$ cat config.mk
export PLATFORM = sky130hd
export DESIGN_NAME = tp_ram_rd_streamer
export DESIGN_NICKNAME = d
export VERILOG_FILES = /design/src/rtl/tp_ram_rd_streamer.sv
export SDC_FILE = /design/constraint.sdc
export NUM_CORES = 1
export LEC_CHECK = 0
export BUFFER_PORTS_ARGS = -buffer_cell sky130_fd_sc_hd__buf_2
export CORE_UTILIZATION = 45
export CTS_CLUSTER_DIAMETER = 30
export DETAILED_ROUTE_END_ITERATION = 12
export HOLD_SLACK_MARGIN = 0.15
export SYNTH_ARGS = -nofsm -noshare
export SYNTH_HDL_FRONTEND = slang
export SYNTH_SLANG_ARGS = --single-unit
$ cat constraint.sdc
create_clock -name clk -period 2.91 [get_ports clk]
set_input_delay 0.1455 -clock clk [delete_from_list [all_inputs] [get_ports clk]]
set_output_delay 0.1455 -clock clk [all_outputs]
set_load 0.02 [all_outputs]
$ cat src/rtl/tp_ram_rd_streamer.sv
// tp_ram_rd_streamer: read-side sequencer for the two-port RAM.
// Walks a contiguous address range and tags each issued read. It absorbs the
// RAM's fixed read latency and replays the returning words as a
// valid/ready stream with a last marker, through a small skid FIFO.
// Optional build macro RD_STREAM_LOOP_EN adds the 'loop' input. With loop set,
// the command replays its range endlessly until reset.
module tp_ram_rd_streamer #(
    parameter int AW         = 8,
    parameter int DW         = 16,
    parameter int RD_LAT     = 2,
    parameter int FIFO_DEPTH = 4
) (
    input  logic          clk,
    input  logic          rst,
    input  logic          start,
    input  logic [AW-1:0] base,
    input  logic [AW:0]   len,
`ifdef RD_STREAM_LOOP_EN
    input  logic          loop,
`endif
    output logic          busy,
    output logic          done,
    output logic [AW-1:0] ram_radr,
    input  logic [DW-1:0] ram_rdat,
    output logic          m_valid,
    output logic [DW-1:0] m_data,
    output logic          m_last,
    input  logic          m_ready
);
    localparam int PW = (FIFO_DEPTH > 1) ? $clog2(FIFO_DEPTH) : 1;
    localparam int CW = $clog2(FIFO_DEPTH + 1);
    localparam logic [AW:0] LEN_ONE = (AW+1)'(1);

    typedef enum logic [1:0] {IDLE, RUN, DRAIN, DONE} state_t;

    state_t            state_q, state_d;
    logic [AW-1:0]     addr_q, addr_d;
    logic [AW:0]       rem_q, rem_d;
    logic [AW-1:0]     radr_q, radr_d;
    logic [RD_LAT-1:0] tag_q, tag_d;
    logic [RD_LAT-1:0] tlast_q, tlast_d;
    logic [DW-1:0]     fdata_q [FIFO_DEPTH];
    logic              flast_q [FIFO_DEPTH];
    logic [PW-1:0]     wptr_q, rptr_q;
    logic [CW-1:0]     cnt_q, cnt_d;
    logic [AW-1:0]     cur_addr;
    logic [AW:0]       cur_rem;
    logic              issue, issue_last, credit_ok, push, pop;

    function automatic int tag_count(input logic [RD_LAT-1:0] t);
        int n;
        n = 0;
        for (int i = 0; i < RD_LAT; i++) begin
            if (t[i]) n++;
        end
        return n;
    endfunction

    function automatic logic [PW-1:0] ptr_inc(input logic [PW-1:0] p);
        return (p == PW'(FIFO_DEPTH - 1)) ? '0 : p + PW'(1);
    endfunction

`ifdef RD_STREAM_LOOP_EN
    logic          loop_q, loop_cur;
    logic [AW-1:0] base_q, base_cur;
    logic [AW:0]   len_q, len_cur;

    assign loop_cur = (state_q == IDLE) ? loop : loop_q;
    assign base_cur = (state_q == IDLE) ? base : base_q;
    assign len_cur  = (state_q == IDLE) ? len  : len_q;

    // Loop flag is control state; base/len are only replay operands.
    always_ff @(posedge clk) begin
        if (rst) begin
            loop_q <= 1'b0;
        end else if (state_q == IDLE && start && len != '0) begin
            loop_q <= loop;
        end
        if (state_q == IDLE && start && len != '0) begin
            base_q <= base;
            len_q  <= len;
        end
    end
`endif

    // Credit excludes a same-cycle pop, so a returning word always finds room.
    assign credit_ok = (tag_count(tag_q) + int'(cnt_q)) < FIFO_DEPTH;
    assign push      = tag_q[RD_LAT-1];
    assign pop       = m_valid && m_ready;

    // FSM next state plus read issue; the first read goes out on the accept edge.
    always_comb begin
        state_d    = state_q;
        addr_d     = addr_q;
        rem_d      = rem_q;
        radr_d     = radr_q;
        issue      = 1'b0;
        issue_last = 1'b0;
        cur_addr   = (state_q == IDLE) ? base : addr_q;
        cur_rem    = (state_q == IDLE) ? len  : rem_q;
        case (state_q)
            IDLE: begin
                if (start) begin
                    if (len == '0) state_d = DONE;
                    else           issue   = 1'b1;
                end
            end
            RUN:     issue = credit_ok;
            DRAIN:   if (pop && m_last) state_d = DONE;
            DONE:    state_d = IDLE;
            default: state_d = IDLE;
        endcase
        if (issue) begin
            radr_d     = cur_addr;
            addr_d     = cur_addr + AW'(1);
            issue_last = (cur_rem == LEN_ONE);
            if (issue_last) begin
                rem_d   = '0;
                state_d = DRAIN;
            end else begin
                rem_d   = cur_rem - LEN_ONE;
                state_d = RUN;
            end
`ifdef RD_STREAM_LOOP_EN
            if (issue_last && loop_cur) begin
                addr_d  = base_cur;
                rem_d   = len_cur;
                state_d = RUN;
            end
`endif
        end
    end

    // Tag pipeline mirrors the RAM latency; only tagged return slots are kept.
    always_comb begin
        tag_d      = '0;
        tlast_d    = '0;
        tag_d[0]   = issue;
        tlast_d[0] = issue && issue_last;
        for (int i = 1; i < RD_LAT; i++) begin
            tag_d[i]   = tag_q[i-1];
            tlast_d[i] = tlast_q[i-1];
        end
    end

    // FIFO occupancy: simultaneous push and pop leaves it unchanged.
    always_comb begin
        cnt_d = cnt_q;
        if (push && !pop)      cnt_d = cnt_q + CW'(1);
        else if (!push && pop) cnt_d = cnt_q - CW'(1);
    end

    // Control registers, all cleared by reset (aborts any command in flight).
    always_ff @(posedge clk) begin
        if (rst) begin
            state_q <= IDLE;
            addr_q  <= '0;
            rem_q   <= '0;
            radr_q  <= '0;
            tag_q   <= '0;
            tlast_q <= '0;
            wptr_q  <= '0;
            rptr_q  <= '0;
            cnt_q   <= '0;
        end else begin
            state_q <= state_d;
            addr_q  <= addr_d;
            rem_q   <= rem_d;
            radr_q  <= radr_d;
            tag_q   <= tag_d;
            tlast_q <= tlast_d;
            cnt_q   <= cnt_d;
            if (push) wptr_q <= ptr_inc(wptr_q);
            if (pop)  rptr_q <= ptr_inc(rptr_q);
        end
    end

    // FIFO storage; contents are only visible through a nonzero count.
    always_ff @(posedge clk) begin
        if (push) begin
            fdata_q[wptr_q] <= ram_rdat;
            flast_q[wptr_q] <= tlast_q[RD_LAT-1];
        end
    end

    // A push into a full FIFO would mean the credit rule is broken.
    always_ff @(posedge clk) begin
        if (!rst) assert (!(push && !pop && cnt_q == CW'(FIFO_DEPTH)));
    end

    assign m_valid  = (cnt_q != '0);
    assign m_data   = m_valid ? fdata_q[rptr_q] : '0;
    assign m_last   = m_valid && flast_q[rptr_q];
    assign busy     = (state_q != IDLE);
    assign done     = (state_q == DONE);
    assign ram_radr = radr_q;

endmodule
==> results.py, run 1 <==
metrics = {
    "status": {
        "status": "completed",
    },
    "route": {
        "detail_route.wl_per_cell_um": 15.8,
        "vias": 3228,
        "drtPass1Iterations": 4,
        "drt-total-wl_um": 9570,
        "vias_per_cell": 5.33,
        "drtIter0Drc": 123,
        "detail-route-antenna-nets": 0,
        "drc_errors": 0,
    },
    "yosys": {
        "synth_simple_gate_area_share": 0.120,
        "muxShareOfSynthArea": 0.113,
        "syn_nets": 427,
        "synth_cells": 378,
        "synth_top_family_by_area": "simple AND/OR/NAND/NOR gates",
        "ys.flop_type": "edfxtp_1",
        "ys_warn_count": 0,
        "ys_seq_area_frac": 0.591,
        "synth_seq_cells": 108,
        "async_flop_share": 0,
        "avgSynthCellArea_um2": 12.7,
        "yosysUniqueCellTypes": 49,
        "synth_edf_count": 68,
        "synth_xor_area_frac": 0.0164,
        "syn_area_mm2": 0.00481,
        "synthAdderAreaFrac": 0.0328,
        "synth_compound_area_frac": 0.102,
    },
    "sta": {
        "fin_crit_sh": 0.808,
        "slew_viol_final": 0,
        "tightest_slew_ns": 0.951,
        "period_needed_ns": 2.35,
        "hold_viol": 0,
        "finalClockSkew_ns": 0.00523,
        "grt_setup_unrepaired": "no",
        "tns_ns": 0,
        "slew_headroom": 0.366,
        "setup_viol": 0,
        "fmax_ghz": 0.425,
        "hold_slack_ns": 0.181,
    },
    "floorplanning": {
        "die-area_mm2": 0.0111,
        "start_util": 0.466,
        "num_rows": 37,
        "die_w_um": 105,
        "core_area_mm2": 0.0103,
        "die_h_um": 105,
        "io_pins": 65,
    },
    "place": {
        "gp_congestion": 0.818,
        "dp.cells": 569,
        "port_buffers": 64,
        "post_dp_cell_area_mm2": 0.00529,
        "hpwl_um": 6190,
    },
    "final_layout": {
        "layout_common_cells": "edfxtp_1, buf_2, dfxtp_1",
        "finalNetCount": 514,
        "areaGrowthSynthToFinish_pct": 18.4,
        "final_common_cell": "edfxtp_1",
        "layout-drive-gt1-share": 0.238,
        "diodes": 0,
        "stdcell_count": 606,
        "design_area_mm2": 0.00569,
    },
    "setup_path": {
        "required_ns": 2.76,
        "arrival_ns": 2.21,
        "r2r_slack_ns": 0.64,
        "crit_path_end_kind": "output port",
        "reg2reg_to": "addr_q[4]",
        "r2r.worst_path.cells": 9,
        "critPathKind": "reg -> out",
        "r2r-start": "state_q[1]",
        "crit_fanout": 10,
        "crit_path_start_kind": "flip-flop",
    },
    "global_routing": {
        "grt_pass1_vias": 3135,
        "antenna_found_initial": 0,
        "grt_util_all_layers": 0.184,
        "grt_overflow_total": 0,
        "grt_start_max_net_pins": 40,
        "grt_pass1_wl_um": 15600,
    },
    "pwr": {
        "power_mw": 4.75,
        "powerDensity_mw_per_mm2": 834,
        "p_leak_nw": 2.13,
        "ir_drop_v": 0.000389,
    },
    "clock_network": {
        "htree_levels": 3,
        "clkTransAtPathRegs_ns": 0.10,
        "numCtsBuffers": 9,
        "cts_hold_buffers": 21,
        "cts_tree": "built",
        "post_cts.repair.setup_buffers": 0,
        "clk_latency_ns": 0.37,
        "cts_buffer_depth": 2,
        "clock_sinks": 108,
        "cts_root_buffer": "clkbuf_8",
        "cts_resized": 0,
    },
    "worst_hold_path": {
        "whs_endpoint": "ram_radr[1]",
        "min_path_cells": 5,
        "hp-start": "base[1]",
        "hold_class": "in -> reg",
    },
    "job": {
        "max_cap_violations": 0,
    },
}
-- how the worst max path moves through the flow --
stage                            end  slack [ns]  depth (start not counted)
final                      m_data[7]        0.56                          4
after global routing       m_data[7]        0.38                          4
after CTS                  m_data[7]        0.46                          4
after detailed placement  state_q[0]        0.66                          8
after global placement    state_q[0]        0.73                          8
after floorplan            addr_q[4]        0.63                         10
-- critical path, stage by stage, from the launching register on --
cell and delay, ns:
dfxtp_1 0.65, buf_4 0.34, mux4_2 0.52, nor2b_1 0.16, buf_2 0.16
-- power breakdown --
part | internal (mW) | switching (mW)
registers | 1.80 | 0.153
logic | 0.771 | 1.13
clock network | 0.397 | 0.497
-- synth_stat cells (all sizes together), types with 2 or more instances --
cell,count,area [µm²]
a211oi,9,67.6
a21boi,2,15.0
a21oi,15,78.8
a22oi,6,45.0
a31oi,9,56.3
and2,7,43.8
buf,11,56.3
clkbuf,8,30.0
dfxtp,40,801
edfxtp,68,2040
ha,11,138
inv,8,30.0
mux2i,15,150
mux4,17,383
nand2,24,90.1
nand3,5,25.0
nand4,3,18.8
nor2,38,145
nor2b,20,125
nor3,12,60.1
nor4,3,18.8
o211ai,6,45.0
o21a,2,15.0
o21ai,9,45.0
o31ai,4,35.0
or4,2,15.0
xnor2,2,17.5
xor2,7,61.3
-- through the flow --
step,utilization,setup WS (ns)
3_5_place_dp,0.513,0.656
2_1_floorplan,-,0.633
5_1_grt,0.551,0.376
4_1_cts,0.551,0.458
6_report,0.551,0.559
3_3_place_gp,0.513,0.731
-- registers in the layout, indices dropped and copies added (netlist names), 3 cells and up, named ones only --
register  count
rem_q         9
cnt_q         3
fdata_q      64
ram_radr      8
addr_q        8
flast_q       4
-- metal layers --
metal	track usage	part of all wire
met4	0.0704	0.018
met1	0.234	0.45
met3	0.0427	0.043
met2	0.307	0.49
met5	0	0
-- final cells by class --
type	count	area [µm²]
fillers	918	4630
flip-flops and latches	108	2840
multi-input cells	243	1850
repair buffers	95	606
well taps	136	170
clock buffers	10	128
clock inverters	6	62.6
inverters	8	30.0
-- cell families (layout without fill, tap and decap cells) --
group | count (synthesis) | after routing
flip-flops | 108 | 108
multiplexers | 33 | 33
AO/OA/AOI/OAI | 70 | 70
adder cells (fa/ha/maj) | 12 | 12
buffers and inverters | 27 | 119
XOR/XNOR | 9 | 9
AND/OR/NAND/NOR | 119 | 119
Note: power is estimated with default switching activity, not from simulation.
==> run 2: changes to the inputs <==
--- a/config.mk
+++ b/config.mk
@@ -10,6 +10,7 @@
 export CTS_CLUSTER_DIAMETER = 30
 export DETAILED_ROUTE_END_ITERATION = 12
 export HOLD_SLACK_MARGIN = 0.15
+export PLACE_DENSITY = 0.67
 export SYNTH_ARGS = -nofsm -noshare
 export SYNTH_HDL_FRONTEND = slang
 export SYNTH_SLANG_ARGS = --single-unit
==> constraint.sdc (replaced) <==
create_clock -name clk -period 1.95 [get_ports clk]
set_input_delay 0.0975 -clock clk [delete_from_list [all_inputs] [get_ports clk]]
set_output_delay 0.0975 -clock clk [all_outputs]
set_load 0.02 [all_outputs]
==> run 2 against run 1 <==
Against the previous run: clock skew up 0.0066 ns; non-clock buffer count rose by 31; sequential share of layout area down 3.7 points; count of clock-buffer cells in the layout shrank 1; critical path depth rose by 3; setup slack worse by 0.48 ns; register-to-register slack worse by 0.56 ns; core utilization increased by 4.5 points; critical endpoint is now rem_q[5]; routed wire length rose by 4.9%; critical path type is now reg -> reg; die area unchanged.
==> results.py, run 2 (synthesis results as in run 1) <==
metrics = {
    "setup_path": {
        "cp.depth": 7,
        "arrival_ns": 2.11,
        "r2r-start": "state_q[1]",
        "required_ns": 2.19,
        "path_buf_inv": 2,
        "reg2reg_to": "rem_q[5]",
        "critPathTopFamily": "simple AND/OR/NAND/NOR gates",
        "r2r.worst_path.cells": 7,
        "crit_path_top_delay_cell": "or4_4",
        "crit_fanout": 7,
        "r2r_slack_ns": 0.08,
        "crit_path_end_kind": "flip-flop",
        "crit_path_start_kind": "flip-flop",
        "path_cells": "buf_4, or4_4, o31ai_4, a41oi_4, buf_6, a22oi_1, nor2_1",
        "critPathKind": "reg -> reg",
        "critPathMaxStageDelay_ns": 0.55,
    },
    "status": {
        "status": "completed",
    },
    "sta": {
        "tns_ns": 0,
        "slew_viol_final": 0,
        "period_needed_ns": 1.87,
        "hold_viol": 0,
        "grt_setup_unrepaired": "yes",
        "finalClockSkew_ns": 0.0118,
        "setup_viol": 0,
        "hold_slack_ns": 0.189,
        "fin_crit_sh": 0.958,
        "tightest_slew_ns": 0.888,
        "fmax_ghz": 0.535,
        "slew_headroom": 0.408,
    },
    "final_layout": {
        "largest_reg_flops": 64,
        "seq_area_mm2": 0.00285,
        "regMostFlops": "fdata_q",
        "layout-drive-gt1-share": 0.333,
        "design_area_mm2": 0.00616,
        "fill_cells": 815,
        "multi_input_area_mm2": 0.00198,
        "layout_common_cells": "edfxtp_1, buf_2, nor2_1",
        "areaGrowthSynthToFinish_pct": 28.1,
        "reg_top3": "fdata_q x64, rem_q x9",
        "final_common_cell": "edfxtp_1",
        "finalNetCount": 545,
        "diodes": 0,
    },
    "clock_network": {
        "cts_buffer_depth": 2,
        "clock_sinks": 108,
        "cts_tree": "built",
        "htree_levels": 3,
        "numCtsBuffers": 9,
        "clk_latency_ns": 0.36,
        "clkTransAtPathRegs_ns": 0.10,
        "cts_root_buffer": "clkbuf_8",
    },
    "route": {
        "vias_per_cell": 5.48,
        "drtPass1Iterations": 4,
        "detail-route-antenna-nets": 0,
        "detail_route.wl_per_cell_um": 15.8,
        "drt-total-wl_um": 10000,
        "vias": 3493,
        "drc_errors": 0,
        "drtIter0Drc": 139,
    },
    "global_routing": {
        "grt_util_all_layers": 0.190,
        "grt_pass1_vias": 3531,
        "grt_overflow_total": 0,
        "antenna_found_initial": 0,
        "grt_pass1_wl_um": 16600,
        "grt_start_max_net_pins": 25,
    },
    "floorplanning": {
        "start_util": 0.466,
        "die_w_um": 105,
        "die_h_um": 105,
        "core_area_mm2": 0.0103,
        "num_rows": 37,
        "die-area_mm2": 0.0111,
        "io_pins": 65,
    },
    "place": {
        "gp_congestion": 0.887,
        "hpwl_um": 6800,
        "port_buffers": 64,
        "post_dp_cell_area_mm2": 0.00556,
    },
    "pwr": {
        "p_leak_nw": 2.32,
        "powerDensity_mw_per_mm2": 1260,
        "ir_drop_v": 0.000675,
        "power_mw": 7.75,
    },
    "worst_hold_path": {
        "hp-start": "base[5]",
        "hold_class": "in -> reg",
        "whs_endpoint": "ram_radr[5]",
        "min_path_cells": 4,
    },
    "job": {
        "max_cap_violations": 0,
    },
}
==> run 2: cell count changes in the layout (fill, tap and decap cells not counted), moves of 4 or more <==
cell | before | now
dfxtp_2 | 0 | 6
dfxtp_1 | 40 | 34
buf_6 | 0 | 5
buf_4 | 10 | 29
ha_2 | 0 | 4
ha_1 | 11 | 7
buf_12 | 0 | 5
==> run 2: metal layers <==
metal	global-route usage	share of wire	vias to the layer above
li1	-	-	1655
met1	0.235	0.44	1740
met2	0.343	0.52	86
met3	0.0241	0.034	12
met4	0.0654	0.012	0
met5	0	0	-
==> run 2: how the worst max path moves through the flow <==
stage                     from         to  slack, ns
floorplan           state_q[1]  addr_q[4]       0.02
global placement    state_q[1]   rem_q[6]       0.06
detailed placement  state_q[1]   rem_q[6]      -0.03
CTS                   cnt_q[1]   cnt_q[2]     0.0005
global route        state_q[0]   rem_q[5]      -0.04
finish              state_q[1]   rem_q[5]       0.08
==> run 2: what timing repair did <==
action                                  in CTS  in global routing
hold buffers                                23                  0
buffers inserted                             0                  5
endpoints found under the hold margin       76                  0
endpoints found under the setup margin      15                 24
gates resized for setup                      4                 28
pin swaps                                    1                 12
==> run 2: cell type report <==
class                   instances  area share
flip-flops and latches        108       0.463
multi-input cells             243       0.322
repair buffers                126       0.150
well taps                     136      0.0276
clock buffers                   9      0.0201
clock inverters                 7      0.0130
inverters                       8     0.00488
==> run 2: report_power, final <==
part	total (mW)	switching [mW]	internal, mW
Clock	1.39	0.777	0.613
Sequential	2.92	0.227	2.69
Combinational	3.43	1.87	1.56
==> run 2: worst min-delay path: cells and delay by family <==
kind	cells	cell delay, ns
compound gates	1	0.07
simple gates	2	0.22
buf+inv	1	0.12
==> run 2: through the flow <==
stage | setup slack, ns | utilization | std cells
2_1_floorplan | 0.0155 | - | 378
3_3_place_gp | 0.0579 | 0.539 | 593
3_5_place_dp | -0.0268 | 0.539 | 593
4_1_cts | 0.000520 | 0.582 | 632
5_1_grt | -0.0390 | 0.597 | 637
6_report | 0.0821 | 0.597 | 637
